<file path="config.mk">
export PLATFORM = sky130hd
export DESIGN_NAME = req_stage_queue
export DESIGN_NICKNAME = d
export VERILOG_FILES = /design/src/rtl/req_stage_queue.sv
export SDC_FILE = /design/constraint.sdc
export NUM_CORES = 1
export LEC_CHECK = 0
export CAP_MARGIN = 20
export CELL_PAD_IN_SITES_DETAIL_PLACEMENT = 1
export CELL_PAD_IN_SITES_GLOBAL_PLACEMENT = 2
export CORE_ASPECT_RATIO = 0.9
export CORE_MARGIN = 1
export CORE_UTILIZATION = 37
export DETAILED_ROUTE_END_ITERATION = 16
export GPL_TIMING_DRIVEN = 0
export PLACE_DENSITY_LB_ADDON = 0.15
export SKIP_CTS_REPAIR_TIMING = 1
export SLEW_MARGIN = 20
export SYNTH_ARGS = -nofsm -noshare
export SYNTH_HDL_FRONTEND = slang
export SYNTH_SLANG_ARGS = --single-unit
</file>
<file path="constraint.sdc">
create_clock -name clk -period 2.7 [get_ports clk]
set_input_delay 0.54 -clock clk [delete_from_list [all_inputs] [get_ports clk]]
set_output_delay 0.54 -clock clk [all_outputs]
set_load 0.1 [all_outputs]
</file>
<file path="src/rtl/req_stage_queue.sv">
// Four per-client request FIFOs feeding a round-robin arbiter: req/full come from
// registered occupancy, and a legal one-hot grant pops the head into a registered output.
module req_stage_queue #(
  parameter int DW    = 8,
  parameter int DEPTH = 4
) (
  input  logic            clk,
  input  logic            rst_n,
  input  logic [3:0]      push,
  input  logic [4*DW-1:0] push_data,
  output logic [3:0]      full,
  output logic [3:0]      req,
  input  logic [3:0]      gnt,
  output logic            out_valid,
  output logic [DW-1:0]   out_data,
  output logic [1:0]      out_id,
  output logic            err_ovf,
  output logic            err_gnt
);

  localparam int AW = $clog2(DEPTH);
  localparam int CW = AW + 1;

  logic [DW-1:0] mem   [4][DEPTH];
  logic [AW-1:0] wptr  [4];
  logic [AW-1:0] rptr  [4];
  logic [CW-1:0] count [4];

  logic [1:0]    gnt_idx;
  logic          gnt_onehot;
  logic          gnt_legal;
  logic [3:0]    pop;
  logic [3:0]    wr_en;
  logic          ovf_hit;
  logic [DW-1:0] head;

  // Grant decode and per-client push/pop enables, all from pre-edge counts
  always_comb begin
    gnt_idx = '0;
    for (int i = 0; i < 4; i++)
      if (gnt[i]) gnt_idx = 2'(i);
    gnt_onehot = (gnt != 4'd0) && ((gnt & (gnt - 4'd1)) == 4'd0);
    gnt_legal  = gnt_onehot && (count[gnt_idx] != '0);
    req   = '0;
    full  = '0;
    pop   = '0;
    wr_en = '0;
    for (int i = 0; i < 4; i++) begin
      req[i]   = (count[i] != '0);
      full[i]  = (count[i] == CW'(DEPTH));
      pop[i]   = gnt_legal && gnt[i];
      // A full FIFO still takes a word when its head leaves in the same cycle
      wr_en[i] = push[i] && (!full[i] || pop[i]);
    end
    ovf_hit = |(push & full & ~pop);
    head    = mem[gnt_idx][rptr[gnt_idx]];
  end

  // Occupancy state and sticky error flags
  always_ff @(posedge clk or negedge rst_n) begin
    if (!rst_n) begin
      for (int i = 0; i < 4; i++) begin
        wptr[i]  <= '0;
        rptr[i]  <= '0;
        count[i] <= '0;
      end
      err_ovf <= 1'b0;
      err_gnt <= 1'b0;
    end else begin
      for (int i = 0; i < 4; i++) begin
        if (wr_en[i]) wptr[i] <= wptr[i] + AW'(1);
        if (pop[i])   rptr[i] <= rptr[i] + AW'(1);
        count[i] <= count[i] + CW'(wr_en[i]) - CW'(pop[i]);
      end
      if (ovf_hit)                   err_ovf <= 1'b1;
      if (gnt != 4'd0 && !gnt_legal) err_gnt <= 1'b1;
    end
  end

  // Storage is never reset; pointers alone define what is valid
  always_ff @(posedge clk) begin
    for (int i = 0; i < 4; i++)
      if (wr_en[i]) mem[i][wptr[i]] <= push_data[i*DW +: DW];
  end

  // Output register: one-cycle strobe, data/id hold between pops
  always_ff @(posedge clk or negedge rst_n) begin
    if (!rst_n) begin
      out_valid <= 1'b0;
      out_data  <= '0;
      out_id    <= '0;
    end else begin
      out_valid <= gnt_legal;
      if (gnt_legal) begin
        out_data <= head;
        out_id   <= gnt_idx;
      end
    end
  end

endmodule
</file>
==> key figures, run 1 <==
STA
  – Final setup viols: 0
  – Final Cycle Share: 0.984
  – Skew final: 0.0115 ns
  – Hold WS: 0.00359 ns
  – Measured slew at the worst slew-check pin: 0.982 ns
  – Final setup TNS: 0 ns
  – Min Tclk post-route: 2.66 ns
  – RSZ-0062 raised after global routing: true
  – Rel. slew slack: 0.344
  – Hold Violations, Final: 0
  – Slew Limit Fails: 0
  – Fmax: 376 MHz

Synth
  – Async set-or-reset flop fraction in the synthesized netlist: 0.243
  – Synth cell types: 53
  – Mapped Nets: 571
  – Yosys reg bits: 169
  – Dominant synthesized flop cell: edfxtp_1
  – Sequential share of the synthesized area: 0.669
  – Yosys warning total: 0
  – Syn Inst Count: 504
  – Synth Cell Area: 7280 um^2
  – Syn_area_per_cell: 14.4 um^2
  – EDFF count, synth: 128

Worst setup path
  – Slowest CP cell: dfrtp_2
  – Crit-path max cell delay: 0.43 ns
  – Setup slack, reg-to-reg: 0.04 ns
  – Crit Reg-Reg Endpoint: count[2]
  – Crit. End Element: register
  – Crit path cell chain: or3_4, a222oi_1, nand3b_4, nand2_1, o21bai_1, ha_2, inv_2, fa_2, xnor2_2, xnor2_1
  – Crit start category: register
  – Max FO, Critical Path: 3
  – WP buf/inv: 1
  – Worst r2r path cells: 10
  – CP required: 3.03 ns
  – Kind of critical path: reg -> reg
  – CP arrival: 2.99 ns
  – CP top delay family: simple AND/OR/NAND/NOR gates
  – Reg2Reg Launch Point: count[9]

CTS
  – Clock-pin slew on the worst setup and hold paths: 0.07 ns
  – Root cell of the clock tree: clkbuf_16
  – TritonCTS clock tree: built
  – Sink Count: 169
  – CTS buffer count: 17
  – Clk buf depth: 2
  – Clk Latency, worst-skew pair: 0.44 ns
  – H-tree levels: 4

Routing
  – DRC Markers: 0
  – Routed vias/inst: 5.09
  – Initial DRC count: 218
  – Number of routed nets with antenna violations: 0
  – DRT Wirelength: 18.3 mm
  – WL per Instance: 21.4 um
  – DR vias: 4339
  – Drt pass-1 iters: 4

Min path
  – Hold Path Class: in -> async

Final layout
  – ANT cells: 0
  – Share of layout cells above drive strength 1: 0.169
  – Synth-to-Final Area Change: 24.1%
  – Non-Filler Instances: 853
  – Final net count: 657
  – Layout filler cell count: 1935
  – Final core occ: 0.470

Power and ir drop
  – P_sw: 3.75 mW
  – Int Pwr: 6.21 mW
  – Peak supply drop: 0.000653 V
  – Logic pwr share: 0.344
  – Flop pwr share: 0.392
  – Pwr per Cell Area: 1100 nW/um^2
  – Clock Power Share: 0.265
  – Lkg Pwr: 3.41 nW
  – Pwr Total: 9.96 mW
  – Sw Share: 0.377

Floorplan
  – Die ar.: 20200 um^2
  – Placeable core region: 19200 um^2
  – Initial core utilization: 0.379
  – Num ports: 63
  – Site row count: 48
  – Die height: 135 um
  – Chip Width: 150 um

Global routing
  – First-pass GRT wire length: 27.9 mm
  – Vias in the first global route: 4638
  – Gr usage total: 0.195
  – Grt total ovfl: 0
  – Initial antenna violation count: 0
  – Largest net degree at the start of global routing: 30

Status
  – Status: finished, final reports clean

Placement
  – Placed instance count: 814
  – PortBufs: 59
  – Post-DP HPWL: 13.4 mm
  – Placer Congestion: 0.819

Run
  – Number of max-cap violations: 0
worst reg2reg max path, stage by stage, from the launching register on:
cell      delay, ns
dfrtp_2        0.43
or3_4          0.41
a222oi_1       0.42
nand3b_4       0.23
nand2_1        0.06
o21bai_1       0.16
ha_2           0.19
inv_2          0.03
fa_2           0.35
xnor2_2        0.14
xnor2_1        0.12
power groups by stage:
stage	clock network (mW)	registers (mW)	logic, mW
global placement	0	3.92	3.27
floorplan	0	4.38	1.91
finish	2.63	3.90	3.42
global route	2.77	3.96	3.71
CTS	2.68	3.91	3.41
detailed placement	0	3.96	3.39
area by class of cell:
cell class,instances,area (um^2),area share
Sequential cell,169,4870,0.539
Buffer,23,98.8,0.0109
Clock inverter,15,206,0.0229
Tap cell,250,313,0.0346
Multi-Input combinational cell,290,2350,0.260
Timing Repair Buffer,67,684,0.0758
Clock buffer,17,425,0.0471
Inverter,22,82.6,0.00914
per-stage QoR:
| stage | instance area [um^2] | worst slack [ns] |
|---|---|---|
| 3_5_place_dp | 8280 | -0.861 |
| 4_1_cts | 8920 | -0.393 |
| 5_1_grt | 9030 | -0.0733 |
| 2_1_floorplan | 7370 | -0.256 |
| 3_3_place_gp | 8270 | -0.811 |
| 6_report | 9030 | 0.0422 |
synthesized netlist by cell type (2+ instances only):
library cell / number / area share
a211o_1: 2 / 0.0024
a211oi_1: 8 / 0.0083
a21oi_1: 10 / 0.0069
a31oi_1: 8 / 0.0069
and2_1: 21 / 0.018
and3_1: 5 / 0.0043
buf_1: 4 / 0.0021
buf_2: 7 / 0.0048
clkbuf_1: 11 / 0.0057
dfrtp_1: 41 / 0.14
edfxtp_1: 128 / 0.53
fa_1: 4 / 0.011
ha_1: 21 / 0.036
inv_1: 20 / 0.010
inv_2: 2 / 0.0010
mux2_2: 16 / 0.025
mux2_4: 2 / 0.0041
mux2i_1: 32 / 0.044
nand2_1: 42 / 0.022
nand2b_1: 2 / 0.0017
nand3_1: 11 / 0.0076
nor2_1: 14 / 0.0072
nor3_1: 2 / 0.0014
nor3b_1: 3 / 0.0031
nor4b_2: 2 / 0.0041
o211ai_1: 7 / 0.0072
o21ai_0: 24 / 0.017
o21bai_1: 3 / 0.0031
o221ai_1: 8 / 0.0096
or3_4: 2 / 0.0031
xnor2_1: 17 / 0.020
xor2_1: 4 / 0.0048
cells in the final DEF, fill, tap and decap left out, types with 3 or more instances in the layout:
cell and count:
a211oi_1 8, a21oi_1 10, a31oi_1 8, and2_1 20, and3_1 5, buf_1 4, buf_2 8, buf_4 7
bufinv_16 3, clkbuf_1 11, clkbuf_16 17, clkdlybuf4s50_1 49, dfrtp_1 38, dfrtp_2 3, dlymetal6s2s_1 9, edfxtp_1 128
ha_1 17, inv_1 16, inv_2 6, inv_6 6, mux2_2 16, mux2i_1 32, nand2_1 41, nand3_1 11
nor2_1 13, o211ai_1 7, o21ai_0 23, o21bai_1 3, o221ai_1 8, xnor2_1 16, xor2_1 4
layer usage:
layer  share of wire  vias to the layer above  wire length, um  GRT usage
met5               0                        -                0          0
met4           0.014                        0              265     0.0634
met3           0.033                       20              612     0.0439
met2            0.49                       72             8920      0.314
met1            0.46                     2217             8480      0.261
li1                -                     2030                -          -
logic make-up (layout without fill, tap and decap cells):
kind of cell | count (synthesis) | in the layout | share of synthesized area
compound gates | 78 | 78 | 0.0719
xor+xnor | 21 | 21 | 0.0253
fa+ha+maj | 25 | 25 | 0.0471
buf+inv | 45 | 144 | 0.0249
flops | 169 | 169 | 0.669
mux | 53 | 53 | 0.0806
simple gates | 113 | 113 | 0.0811
flip-flops by register name, indices dropped and copies added (netlist names):
signal and flops:
rptr 8, out_id 2, wptr 8, err_gnt 1, out_data 8, count 12
out_valid 1, mem 128, err_ovf 1
worst max path at each step:
stage          startpoint         end  slack [ns]  cells past startpoint
3_3_place_gp       gnt[0]  mem[1][25]       -0.81                      6
3_5_place_dp       gnt[0]  mem[1][25]       -0.86                      6
4_1_cts            gnt[0]  mem[1][25]       -0.39                      6
2_1_floorplan   count[10]   count[11]       -0.26                     11
6_report         count[9]    count[2]        0.04                     10
5_1_grt          count[9]    count[2]       -0.07                     10
Note: power is estimated with default switching activity, not from simulation.
==> run 2: changes to the inputs <==
--- a/config.mk
+++ b/config.mk
@@ -12,7 +12,6 @@
 export CORE_MARGIN = 1
 export CORE_UTILIZATION = 37
 export DETAILED_ROUTE_END_ITERATION = 16
-export GPL_TIMING_DRIVEN = 0
 export PLACE_DENSITY_LB_ADDON = 0.15
 export SKIP_CTS_REPAIR_TIMING = 1
 export SLEW_MARGIN = 20
==> key figures, run 2 (synthesized netlist as in run 1, its figures left out) <==
CTS
  – Root cell of the clock tree: clkbuf_16
  – TritonCTS clock tree: built
  – CTS buffer count: 17 (unchanged)
  – H-tree levels: 4 (unchanged)
  – Sink Count: 169 (unchanged)
  – Clk buf depth: 2 (unchanged)
  – Clk Latency, worst-skew pair: 0.42 ns (-0.02 ns)
  – Clock-pin slew on the worst setup and hold paths: 0.06 ns (about the same)

Power and ir drop
  – Peak supply drop: 0.000616 V (-5.6%)
  – Lkg Pwr: 3.65 nW (+7.0%)
  – Pwr per Cell Area: 1060 nW/um^2 (-3.9%)
  – Pwr Total: 10.0 mW (+0.73%)

Global routing
  – Largest net degree at the start of global routing: 42 (+40%)
  – Grt total ovfl: 0 (unchanged)
  – Vias in the first global route: 4776 (+3.0%)
  – Gr usage total: 0.191 (-0.00410)
  – Initial antenna violation count: 0 (unchanged)
  – First-pass GRT wire length: 27.7 mm (-0.69%)

Status
  – Status: finished, final reports clean

Routing
  – Routed vias/inst: 4.97 (-2.4%)
  – DRT Wirelength: 17.9 mm (-2.3%)
  – Number of routed nets with antenna violations: 0 (unchanged)
  – WL per Instance: 20.0 um (-6.8%)
  – Drt pass-1 iters: 4 (unchanged)
  – DRC Markers: 0 (unchanged)
  – DR vias: 4439 (+2.3%)
  – Initial DRC count: 164 (-25%)

Floorplan
  – Site row count: 48 (unchanged)
  – Chip Width: 150 um (unchanged)
  – Num ports: 63 (unchanged)
  – Placeable core region: 19200 um^2 (unchanged)
  – Initial core utilization: 0.379 (unchanged)
  – Die ar.: 20200 um^2 (unchanged)
  – Die height: 135 um (unchanged)

STA
  – Rel. slew slack: 0.575 (+0.231)
  – Final setup TNS: 0 ns (unchanged)
  – Hold Violations, Final: 0 (unchanged)
  – Skew final: 0.00813 ns (-0.00334 ns)
  – Final setup viols: 0 (unchanged)
  – Fmax: 377 MHz (+0.11%)
  – RSZ-0062 raised after global routing: true
  – Final Cycle Share: 0.983 (-0.00106)
  – Min Tclk post-route: 2.65 ns (-0.00286 ns)
  – Slew Limit Fails: 0 (unchanged)
  – Measured slew at the worst slew-check pin: 0.637 ns (-0.345 ns)
  – Worst Setup Slack, final: 0.0450 ns (+0.00286 ns)

Placement
  – Pre-CTS setup slack: -0.645 ns (+0.216 ns)
  – PortBufs: 62 (+5.1%)
  – Area after DPL: 8820 um^2 (+6.5%)
  – Post-DP HPWL: 13.5 mm (+0.75%)
  – Placer Congestion: 0.835 (+1.9%)

Final layout
  – Share of layout cells above drive strength 1: 0.264 (+0.0948)
  – Final net count: 698 (+6.2%)
  – Most frequent cells in the layout: edfxtp_1 (128), buf_4 (72), nand2_1 (42)
  – Commonest non-fill, non-tap cell in the layout: edfxtp_1
  – Final design area excluding fillers: 9470 um^2 (+4.8%)
  – ANT cells: 0 (unchanged)
  – Layout filler cell count: 1936 (+0.052%)
  – Max FFs per register: 128 (unchanged)
  – Synth-to-Final Area Change: 30.1%
  – Final core occ: 0.493 (+0.0225)

Worst setup path
  – Kind of critical path: reg -> reg
  – Reg2Reg Launch Point: count[11]
  – Worst r2r path cells: 11 (+1)
  – CP required: 3.00 ns (-0.03 ns)
  – Setup slack, reg-to-reg: 0.05 ns (about the same)
  – Crit. End Element: register
  – Max FO, Critical Path: 4 (+1)
  – Crit Reg-Reg Endpoint: count[2]
  – CP arrival: 2.96 ns (-0.03 ns)
  – Crit start category: register

Run
  – Number of max-cap violations: 0 (unchanged)

Min path
  – Hold Path Class: in -> async
[run 2: cell type report]
class                      instances  area (um^2)  share of cell area
sequential                       169         4870               0.515
multi-input combinational        290         2360               0.249
timing repair buffer             131         1290               0.137
clock buffer                      25          475              0.0502
tap                              250          313              0.0330
inverter                          22         82.6             0.00872
clock inverter                     7         68.8             0.00727
[run 2: worst max path at each step]
stage | slack (ns) | cells past startpoint | from | to
final | 0.05 | 11 | count[11] | count[2]
after global routing | -0.08 | 11 | count[3] | count[2]
after CTS | -0.22 | 11 | gnt[1] | count[8]
after detailed placement | -0.64 | 11 | gnt[1] | count[8]
after global placement | -0.50 | 11 | gnt[1] | count[8]
after floorplan | -0.26 | 11 | count[10] | count[11]
[run 2: worst max-delay path, cell delays in order (launching register included)]
cell      delay (ns)
dfrtp_1         0.40
or3_4           0.40
a222oi_1        0.32
buf_4           0.20
nand3b_4        0.15
nand2_1         0.06
o21bai_1        0.17
ha_2            0.20
inv_2           0.04
fa_2            0.34
xnor2_2         0.14
xnor2_1         0.12
[run 2: stage by stage]
step           hold WS [ns]  std cells
2_1_floorplan         0.244        504
3_3_place_gp          0.460        857
3_5_place_dp          0.478        857
4_1_cts              0.0335        889
5_1_grt              0.0433        894
6_report             0.0313        894
[run 2: report_power, final]
part           internal, mW  switching [mW]
combinational          1.53            2.29
clock                  1.32           0.952
sequential             3.53           0.403
total                  6.39            3.64
[run 2: metal layers]
| metal | global-route usage | part of all wire | up-vias |
|---|---|---|---|
| met1 | 0.251 | 0.45 | 2232 |
| met4 | 0.0505 | 0.011 | 0 |
| met5 | 0 | 0 | - |
| met3 | 0.0422 | 0.035 | 10 |
| met2 | 0.317 | 0.50 | 88 |
| li1 | - | - | 2109 |
==> run 3: changes to the inputs <==
--- a/config.mk
+++ b/config.mk
@@ -11,6 +11,7 @@
 export CORE_ASPECT_RATIO = 0.9
 export CORE_MARGIN = 1
 export CORE_UTILIZATION = 37
+export CTS_BUF_LIST = sky130_fd_sc_hd__clkbuf_16
 export DETAILED_ROUTE_END_ITERATION = 16
 export PLACE_DENSITY_LB_ADDON = 0.15
 export SKIP_CTS_REPAIR_TIMING = 1
==> key figures, run 3 (synthesized netlist as in run 1, its figures left out) <==
Worst setup path
  – Crit path cell chain: or3_4, a222oi_1, buf_4, nand3b_4, nand2_1, o21bai_1, ha_2, inv_2, fa_2, xnor2_2, xnor2_1
  – Crit start category: register
  – Reg2Reg Launch Point: count[11]
  – CP required: 3.01 ns (about the same)
  – Worst Setup SP: count[11]
  – Slowest CP cell: or3_4
  – Worst r2r path cells: 11 (unchanged)
  – Crit Reg-Reg Endpoint: count[2]
  – CP top delay family: simple AND/OR/NAND/NOR gates
  – WP buf/inv: 2 (unchanged)
  – CP arrival: 2.97 ns (about the same)
  – Kind of critical path: reg -> reg
  – Setup slack, reg-to-reg: 0.04 ns (about the same)
  – Crit-path max cell delay: 0.41 ns (about the same)
  – Max FO, Critical Path: 4 (unchanged)
  – Crit. End Element: register

Final layout
  – Max FFs per register: 128 (unchanged)
  – Area of the multi-input gates: 2360 um^2 (unchanged)
  – Layout filler cell count: 1940 (+0.21%)
  – Commonest non-fill, non-tap cell in the layout: edfxtp_1
  – Most frequent cells in the layout: edfxtp_1 (128), buf_4 (72), nand2_1 (42)
  – Share of layout cells above drive strength 1: 0.261 (-0.00311)
  – Final net count: 698 (unchanged)
  – Synth-to-Final Area Change: 29.8%
  – ANT cells: 0 (unchanged)
  – Sequential Area: 4870 um^2 (unchanged)

CTS
  – Root cell of the clock tree: clkbuf_16
  – Clk Latency, worst-skew pair: 0.42 ns (about the same)
  – Clock-pin slew on the worst setup and hold paths: 0.06 ns (about the same)
  – TritonCTS clock tree: built
  – Clk buf depth: 2 (unchanged)
  – H-tree levels: 4 (unchanged)
  – Sink Count: 169 (unchanged)
  – CTS buffer count: 17 (unchanged)

Power and ir drop
  – Peak supply drop: 0.000615 V (-0.23%)
  – Pwr per Cell Area: 1050 nW/um^2 (-0.59%)
  – Lkg Pwr: 3.67 nW (+0.37%)
  – Pwr Total: 9.95 mW (-0.80%)

Global routing
  – Gr usage total: 0.191 (about the same)
  – Grt total ovfl: 0 (unchanged)
  – Vias in the first global route: 4776 (unchanged)
  – Initial antenna violation count: 0 (unchanged)
  – Largest net degree at the start of global routing: 42 (unchanged)
  – First-pass GRT wire length: 27.8 mm (about the same)

STA
  – Final Cycle Share: 0.986 (+0.00305)
  – Skew final: 0.00951 ns (+0.00139 ns)
  – Hold Violations, Final: 0 (unchanged)
  – Fmax: 375 MHz (-0.31%)
  – Final setup viols: 0 (unchanged)
  – Worst Setup Slack, final: 0.0368 ns (-0.00824 ns)
  – RSZ-0062 raised after global routing: true
  – Measured slew at the worst slew-check pin: 0.642 ns (+0.00480 ns)
  – Min Tclk post-route: 2.66 ns (+0.00824 ns)
  – Rel. slew slack: 0.572 (-0.00320)
  – Slew Limit Fails: 0 (unchanged)

Floorplan
  – Die ar.: 20200 um^2 (unchanged)
  – Die height: 135 um (unchanged)
  – Site row count: 48 (unchanged)
  – Chip Width: 150 um (unchanged)
  – Placeable core region: 19200 um^2 (unchanged)
  – Num ports: 63 (unchanged)
  – Initial core utilization: 0.379 (unchanged)

Run
  – Number of max-cap violations: 0 (unchanged)

Status
  – Status: finished, final reports clean

Routing
  – Drt pass-1 iters: 4 (unchanged)
  – DRT Wirelength: 17.9 mm (+0.27%)
  – Number of routed nets with antenna violations: 0 (unchanged)
  – Routed vias/inst: 4.97 (unchanged)
  – DR vias: 4439 (unchanged)
  – Met3 wire length: 610 um (-2.7%)
  – Initial DRC count: 161 (-1.8%)
  – DRC Markers: 0 (unchanged)
  – Metal2 WL: 8.96 mm (+0.35%)
  – Wire length on met1: 8.15 mm (+0.42%)
  – WL per Instance: 20.0 um (+0.27%)
  – DR top layer: met4

Placement
  – PortBufs: 62 (unchanged)
  – Post-DP HPWL: 13.5 mm (unchanged)
  – Pre-CTS setup slack: -0.645 ns (unchanged)
  – Placer Congestion: 0.835 (unchanged)

Min path
  – Hold Path Class: in -> async
-- run 3: power by group --
group | switching (mW) | total (mW) | internal (mW)
clock | 0.951 | 2.19 | 1.24
sequential | 0.403 | 3.94 | 3.53
combinational | 2.29 | 3.83 | 1.53
total | 3.64 | 9.95 | 6.31
-- run 3: final cells by class --
type                       count  area share
multi-input combinational    290       0.250
inverter                      22     0.00874
timing repair buffer         131       0.137
clock buffer                  17      0.0450
sequential                   169       0.516
tap                          250      0.0331
clock inverter                15      0.0105
-- run 3: worst max-delay path by stage --
stage | slack [ns] | endpoint | cells past startpoint
after floorplan | -0.26 | count[11] | 11
after global placement | -0.50 | count[8] | 11
after detailed placement | -0.64 | count[8] | 11
after CTS | -0.22 | count[8] | 11
after global routing | -0.08 | count[2] | 11
final | 0.04 | count[2] | 11
-- run 3: worst reg2reg max path, delay by kind of cell (launching register included) --
family | cells | cell delay, ns
simple gates | 3 | 0.62
fa+ha+maj | 2 | 0.54
compound gates | 2 | 0.50
flops | 1 | 0.40
xor+xnor | 2 | 0.26
buf+inv | 2 | 0.24
-- run 3: per-layer routing --
layer	up-vias	global-route usage
met2	81	0.318
met1	2233	0.251
met5	-	0
li1	2115	-
met4	0	0.0505
met3	10	0.0422
-- run 3: stage by stage --
step           instance area (um^2)  setup TNS (ns)  hold slack [ns]  std cells   util
4_1_cts                        9350           -4.19           0.0335        889  0.486
2_1_floorplan                  7370          -0.774            0.244        504      -
3_5_place_dp                   8820          -33.69            0.478        857  0.459
5_1_grt                        9450          -0.102           0.0433        894  0.492
3_3_place_gp                   8820          -25.11            0.460        857  0.459
6_report                       9450               0           0.0294        894  0.492
